## src/rtl/seq_shifter_right_8bit.sv

```systemverilog
// Multi-cycle handshaked right shifter/rotator: logical, arithmetic or rotate, one bit per clock.
// Define SEQ_SHIFTER_DOUBLE_STEP_EN to move two positions per clock while at least two remain.
module seq_shifter_right_8bit #(
    parameter  int WIDTH = 8,
    localparam int SHW   = $clog2(WIDTH)
) (
    input  logic             clk,
    input  logic             rst_n,
    input  logic             in_valid,
    output logic             in_ready,
    input  logic [WIDTH-1:0] in,
    input  logic [SHW-1:0]   ctrl,
    input  logic [1:0]       mode,
    output logic             out_valid,
    input  logic             out_ready,
    output logic [WIDTH-1:0] out
);

    typedef enum logic [1:0] {
        S_IDLE  = 2'd0,
        S_SHIFT = 2'd1,
        S_DONE  = 2'd2
    } state_t;

    state_t           state_q, state_d;
    logic [WIDTH-1:0] shreg_q, shreg_d;
    logic [SHW-1:0]   count_q, count_d;
    logic [1:0]       mode_q, mode_d;
    logic             sign_q, sign_d;

    // One right step; a double step is two of these, which gives the same fill order.
    function automatic logic [WIDTH-1:0] step1(input logic [WIDTH-1:0] v,
                                               input logic [1:0] m,
                                               input logic s);
        logic fill;
        case (m)
            2'b01:   fill = s;
            2'b10:   fill = v[0];
            default: fill = 1'b0;
        endcase
        return {fill, v[WIDTH-1:1]};
    endfunction

    always_ff @(posedge clk or negedge rst_n) begin
        if (!rst_n) begin
            state_q <= S_IDLE;
            shreg_q <= '0;
            count_q <= '0;
            mode_q  <= 2'b00;
            sign_q  <= 1'b0;
        end else begin
            state_q <= state_d;
            shreg_q <= shreg_d;
            count_q <= count_d;
            mode_q  <= mode_d;
            sign_q  <= sign_d;
        end
    end

    always_comb begin
        state_d = state_q;
        shreg_d = shreg_q;
        count_d = count_q;
        mode_d  = mode_q;
        sign_d  = sign_q;
        case (state_q)
            S_IDLE: begin
                if (in_valid) begin
                    shreg_d = in;
                    count_d = ctrl;
                    mode_d  = mode;
                    sign_d  = in[WIDTH-1];
                    state_d = (ctrl == '0) ? S_DONE : S_SHIFT;
                end
            end
            S_SHIFT: begin
`ifdef SEQ_SHIFTER_DOUBLE_STEP_EN
                if ({1'b0, count_q} >= (SHW+1)'(2)) begin
                    shreg_d = step1(step1(shreg_q, mode_q, sign_q), mode_q, sign_q);
                    count_d = count_q - SHW'(2);
                end else begin
                    shreg_d = step1(shreg_q, mode_q, sign_q);
                    count_d = count_q - SHW'(1);
                end
`else
                shreg_d = step1(shreg_q, mode_q, sign_q);
                count_d = count_q - SHW'(1);
`endif
                if (count_d == '0) begin
                    state_d = S_DONE;
                end
            end
            S_DONE: begin
                if (out_ready) begin
                    state_d = S_IDLE;
                end
            end
            default: state_d = S_IDLE;
        endcase
    end

    assign in_ready  = (state_q == S_IDLE);
    assign out_valid = (state_q == S_DONE);
    assign out       = shreg_q;

endmodule

```

## config.mk

```make
export PLATFORM = sky130hd
export DESIGN_NAME = seq_shifter_right_8bit
export DESIGN_NICKNAME = d
export VERILOG_FILES = /design/src/rtl/seq_shifter_right_8bit.sv
export SDC_FILE = /design/constraint.sdc
export NUM_CORES = 1
export LEC_CHECK = 0
export ABC_AREA = 1
export CORE_UTILIZATION = 50
export DETAILED_ROUTE_END_ITERATION = 10
export PLACE_DENSITY_LB_ADDON = 0.25
export SLEW_MARGIN = 10
export SYNTH_ARGS = -nofsm -noshare
export SYNTH_HDL_FRONTEND = slang
export SYNTH_SLANG_ARGS = --single-unit
export TNS_END_PERCENT = 5
```

## constraint.sdc

```tcl
create_clock -name clk -period 2.6 [get_ports clk]
set_input_delay 0.39 -clock clk [delete_from_list [all_inputs] [get_ports clk]]
set_output_delay 0.39 -clock clk [all_outputs]
set_load 0.05 [all_outputs]
```

==> flow_metrics.env, run 1 <==
export IMPL_endpoint_kind="primary output"
export IMPL_drtIter0Drc=12
export IMPL_nets=170
export IMPL_maxCapViolations=0
export IMPL_path_cells="nor2_1, clkdlybuf4s50_1"
export IMPL_routabilityCongestion=0.792
export IMPL_preCtsSetupSlack_ns=0.634
export IMPL_syn2layout_area_growth_pct=31.5
export IMPL_clock_sinks=16
export IMPL_cts_htree_levels=1
export IMPL_rsz0062_at_grt="no"
export IMPL_final_cells=173
export IMPL_drive_gt1_share_pct=13.5
export IMPL_core_area_mm2=0.00176
export IMPL_syn_nets=141
export IMPL_dpl_hpwl_um=1300
export IMPL_finalSetupTns_ns=0
export IMPL_status="complete, no violations"
export IMPL_slew_headroom_pct=52.3
export IMPL_numCtsBuffers=3
export IMPL_drcViolationCount=0
export IMPL_critPathRequiredTime_ns=2.21
export IMPL_first_pass_iters=5
export IMPL_grt_pass1_vias=697
export IMPL_yosys_cell_types_count=17
export IMPL_die_w_um=45.8
export IMPL_placedCellCount=169
export IMPL_routedWlPerCell_um=9.95
export IMPL_startpoint_type="flip-flop"
export IMPL_worst_ep_arrival_time_ns=1.89
export IMPL_grt_antenna_before_repair=0
export IMPL_cpMaxStageDelayCell="clkdlybuf4s50_1"
export IMPL_wl_um=1720
export IMPL_cts_repair_resized=0
export IMPL_clockBufferDepth=2
export IMPL_n_fill_cell=166
export IMPL_hold_violations=0
export IMPL_synth_area_um2=958
export IMPL_yosys_top_cells_count="36 x nand2_1, 22 x inv_1, 16 x dfrtp_1"
export IMPL_syn_inst=120
export IMPL_final_cell_area_mm2=0.00126
export IMPL_yosysMostFrequentCell="nand2_1"
export IMPL_grt_ovfl_total=0
export IMPL_ys_flop_type="dfrtp_1"
export IMPL_max_freq_mhz=440
export IMPL_async_reset_ff_share_pct=100
export IMPL_start_util_pct=54.3
export IMPL_grt_use_total_pct=18.9
export IMPL_critPathMaxFanout=6
export IMPL_tritoncts="built"
export IMPL_dieHeight_um=45.8
export IMPL_p_leak_nw=0.632
export IMPL_avgSynthCellArea_um2=7.99
export IMPL_fin_util_pct=71.4
export IMPL_ys_seq_area_share_pct=41.8
export IMPL_report_final_slew_viol_count=0
export IMPL_cts_root_buf="clkbuf_4"
export IMPL_port_buffers=26
export IMPL_setup_violations=0
export IMPL_clkTransAtPathRegs_ns=0.09
export IMPL_grt_pass1_wl_um=2800
export IMPL_place_area_mm2=0.00122
export IMPL_synth_area_leaders="dfrtp_1 42%, nand2_1 14%, o21ai_2 11%"
export IMPL_cts_repair_timing_setup_buffer_count=0
export IMPL_critPathMaxStageDelay_ns=0.86
export IMPL_grt_max_degree=20
export IMPL_critPathKind="flip-flop to primary output"
export IMPL_postRouteAntennaNets=0
export IMPL_worstHoldPathType="flip-flop to flip-flop"
export IMPL_yosysTopAreaCell="dfrtp_1"
export IMPL_timing_final_ws_setup_ns=0.325
export IMPL_fin_skew_ns=0.00242
export IMPL_die_area_mm2=0.00210
export IMPL_peakVddDrop_mv=0.716
export IMPL_cts_hold_fix_buffers=0
export IMPL_io_pins=27
export IMPL_rows=15
export IMPL_viasPerCell=4.80
export IMPL_ys_ff_latch=16
export IMPL_yosysTopAreaCellShare_pct=41.8
export IMPL_synth_edf_count=0
export IMPL_period_minus_slack_ns=2.28
export IMPL_tightest_slew_ns=0.714
export IMPL_p_per_area_mw_per_mm2=1330
export IMPL_num_vias=831
export IMPL_yosysWarnings=0
export IMPL_clock_latency_ns=0.28
export IMPL_diodes=0
export IMPL_fin_crit_sh_pct=87.5
==> critical path, delay by kind of cell (launching register included) <==
family        cells  cell delay [ns]
flops             1             0.49
simple gates      1             0.26
buf+inv           1             0.86
==> routing by layer <==
metal	track usage [%]	vias to the layer above	part of all wire, %
met5	0	-	0
met4	8.82	0	3.1
met3	2.38	9	4.7
met2	29.1	27	44
met1	26.3	364	48
li1	-	431	-
==> cells by family (layout without fill, tap and decap cells) <==
logic type / after synthesis / after routing / share of synthesized area [%]
fa+ha+maj: 4 / 4 / 5.22
compound gates: 23 / 23 / 18.9
simple gates: 52 / 52 / 22.1
flops: 16 / 16 / 41.8
buf+inv: 25 / 53 / 12.0
==> final timing paths <==
path                            start         end  slack, ns  depth (start not counted)
min in group asynchronous       rst_n      out[0]       0.53                          1
min                            sign_q      sign_q       0.51                          2
max                        state_q[0]    in_ready       0.32                          2
max reg2reg                state_q[1]  count_q[2]       1.29                          6
min reg2reg                    sign_q      sign_q       0.51                          2
max in group asynchronous       rst_n      sign_q       1.63                          1
==> cells in the final DEF (no fill, tap or decap), drive strengths merged <==
cell type	n
a21boi	1
a21oi	2
clkbuf	4
clkdlybuf4s50	26
dfrtp	16
ha	4
inv	23
nand2	37
nand3	7
nor2	8
o211ai	1
o21ai	19
==> sequential cells by signal, indices dropped and copies added, names as in the netlist <==
register,cells
state_q,2
sign_q,1
out,8
count_q,3
mode_q,2
==> layout make-up <==
cell class	instances	area [um2]	area share, %
Timing Repair Buffer	26	260	20.7
Tap cell	25	31.3	2.48
Multi-Input combinational cell	79	443	35.2
Sequential cell	16	400	31.8
Clock buffer	4	36.3	2.88
Inverter	23	88.8	7.05
==> through the flow <==
step / power [mW] / hold WS [ns]
6_report: 1.67 / 0.506
5_1_grt: 1.81 / 0.554
4_1_cts: 1.68 / 0.504
3_5_place_dp: 1.52 / 0.481
3_3_place_gp: 1.49 / 0.474
2_1_floorplan: 1.28 / 0.0944
==> power breakdown <==
group / leakage, nW / switching (mW) / internal [mW]
logic: 0.418 / 0.697 / 0.358
clock network: 0.0210 / 0.0774 / 0.0852
registers: 0.193 / 0.0830 / 0.372
total: 0.632 / 0.857 / 0.815
Power figures use the tool's default switching activity.
==> run 2: changes to the inputs <==
Settings changed: CORE_UTILIZATION 50 to 42, PLACE_DENSITY_LB_ADDON 0.25 to 0.15.
Clock period 2.6 ns to 1.99 ns, I/O delays scaled along.
==> run 2 against run 1 <==
Compared with the run above:
- flip-flop and latch count unchanged
- utilization down 10 points
- sequential power up 30%
- wire length up 9.7%
- clock skew down 0.0012 ns
- non-clock buffer count up 1
- register-to-register slack worse by 0.65 ns
- worst hold slack worse by 0.18 ns
- combinational power up 32%
- critical path type unchanged
- critical endpoint is now out[0]
- largest cell class unchanged
==> flow_metrics.env, run 2 (same netlist as run 1, synthesis figures left out) <==
export IMPL_grt_ovfl_total=0
export IMPL_slew_headroom_pct=66.0
export IMPL_final_common_cell="nand2_1"
export IMPL_cts_hold_fix_buffers=0
export IMPL_rows=16
export IMPL_critPathMaxFanout=3
export IMPL_p_leak_nw=0.640
export IMPL_path_buf_inv=1
export IMPL_worstHoldPathType="input pin to async pin"
export IMPL_cts_repair_resized=0
export IMPL_rsz0062_at_grt="no"
export IMPL_wl_um=1890
export IMPL_critPathMaxStageDelay_ns=0.81
export IMPL_critPathRequiredTime_ns=1.69
export IMPL_swShare_pct=51.8
export IMPL_core_area_mm2=0.00206
export IMPL_clock_sinks=16
export IMPL_drtIter0Drc=14
export IMPL_p_per_area_mw_per_mm2=1740
export IMPL_cts_root_buf="clkbuf_4"
export IMPL_drcViolationCount=0
export IMPL_seq_power_share_pct=26.9
export IMPL_port_buffers=26
export IMPL_whs_ns=0.323
export IMPL_syn2layout_area_growth_pct=32.0
export IMPL_report_final_slew_viol_count=0
export IMPL_dpl_hpwl_um=1420
export IMPL_routabilityCongestion=0.684
export IMPL_fin_util_pct=61.3
export IMPL_place_area_mm2=0.00123
export IMPL_cts_repair_timing_setup_buffer_count=0
export IMPL_routedWlPerCell_um=10.7
export IMPL_seq_area_um2=400
export IMPL_grt_pass1_vias=775
export IMPL_cts_htree_levels=1
export IMPL_setup_violations=0
export IMPL_cpMaxStageDelayCell="clkdlybuf4s50_1"
export IMPL_dieHeight_um=49.8
export IMPL_critPathKind="flip-flop to primary output"
export IMPL_final_cell_area_mm2=0.00126
export IMPL_die_w_um=49.8
export IMPL_largest_reg_flops=8
export IMPL_finalSetupTns_ns=0
export IMPL_first_pass_iters=4
export IMPL_clock_power_share_pct=9.8
export IMPL_preCtsSetupSlack_ns=0.539
export IMPL_combPwrFrac_pct=63.3
export IMPL_start_util_pct=46.5
export IMPL_peakVddDrop_mv=0.942
export IMPL_endpoint_kind="primary output"
export IMPL_intPower_mw=1.06
export IMPL_grt_antenna_before_repair=0
export IMPL_clkTransAtPathRegs_ns=0.09
export IMPL_clock_latency_ns=0.28
export IMPL_numCtsBuffers=3
export IMPL_power_switching_mw=1.14
export IMPL_tightest_slew_ns=0.508
export IMPL_grt_max_degree=20
export IMPL_multi_input_area_um2=443
export IMPL_maxCapViolations=0
export IMPL_max_freq_mhz=564
export IMPL_grt_pass1_wl_um=3360
export IMPL_n_fill_cell=195
export IMPL_timing_final_ws_setup_ns=0.218
export IMPL_nets=171
export IMPL_status="complete, no violations"
export IMPL_fin_crit_sh_pct=89.0
export IMPL_fin_skew_ns=0.00124
export IMPL_tritoncts="built"
export IMPL_num_vias=819
export IMPL_period_minus_slack_ns=1.77
export IMPL_drive_gt1_share_pct=15.4
export IMPL_grt_use_total_pct=18.0
export IMPL_postRouteAntennaNets=0
export IMPL_worst_ep_arrival_time_ns=1.47
export IMPL_io_pins=27
export IMPL_startpoint_type="flip-flop"
export IMPL_clockBufferDepth=2
export IMPL_diodes=0
export IMPL_viasPerCell=4.65
export IMPL_hold_violations=0
export IMPL_final_cell_mix="36 x nand2_1, 24 x clkdlybuf4s50_1, 22 x inv_1"
export IMPL_path_cells="clkdlybuf4s50_1"
export IMPL_path_delay_family="buffers and inverters"
export IMPL_die_area_mm2=0.00248
[run 2: cell types whose count changed in the layout (fill, tap and decap cells not counted), sizes merged]
cell | previous run | this run
buf | 0 | 3
clkdlybuf4s50 | 26 | 24
[run 2: power groups by stage]
stage               logic [mW]  registers (mW)  clock network (mW)
global placement          1.36           0.589                   0
CTS                       1.41           0.592               0.225
global route              1.55           0.614               0.240
detailed placement        1.40           0.597                   0
floorplan                0.816           0.858                   0
finish                    1.39           0.592               0.216
[run 2: path summary, 6_finish.rpt]
kind / from / end / slack (ns) / cells past startpoint
worst max-delay path: out[0] / out[0] / 0.22 / 1
worst min register to register: sign_q / sign_q / 0.50 / 2
worst max register to register: state_q[1] / out[0] / 0.64 / 6
worst min-delay path: rst_n / mode_q[0] / 0.32 / 2
max in group asynchronous: rst_n / count_q[2] / 1.49 / 2
min in group clk: sign_q / sign_q / 0.50 / 2
[run 2: stage by stage]
step / instances / power (mW)
after floorplan: 120 / 1.67
after global placement: 172 / 1.95
after detailed placement: 172 / 2.00
after CTS: 176 / 2.22
after global routing: 176 / 2.40
final: 176 / 2.20
[run 2: routing by layer]
metal	GRT usage (%)	routed length (um)	up-vias	part of all wire [%]
met2	29.5	901	19	48
met4	2.86	15	0	0.79
met3	6.48	94	2	5.0
met1	22.9	879	370	47
met5	0	0	-	0
li1	-	-	428	-
[run 2: cell type report]
type,count,area share (%)
Multi-Input combinational cell,79,35.0
Sequential cell,16,31.7
Timing Repair Buffer,27,20.8
Inverter,23,7.02
Clock buffer,4,2.87
Tap cell,27,2.67
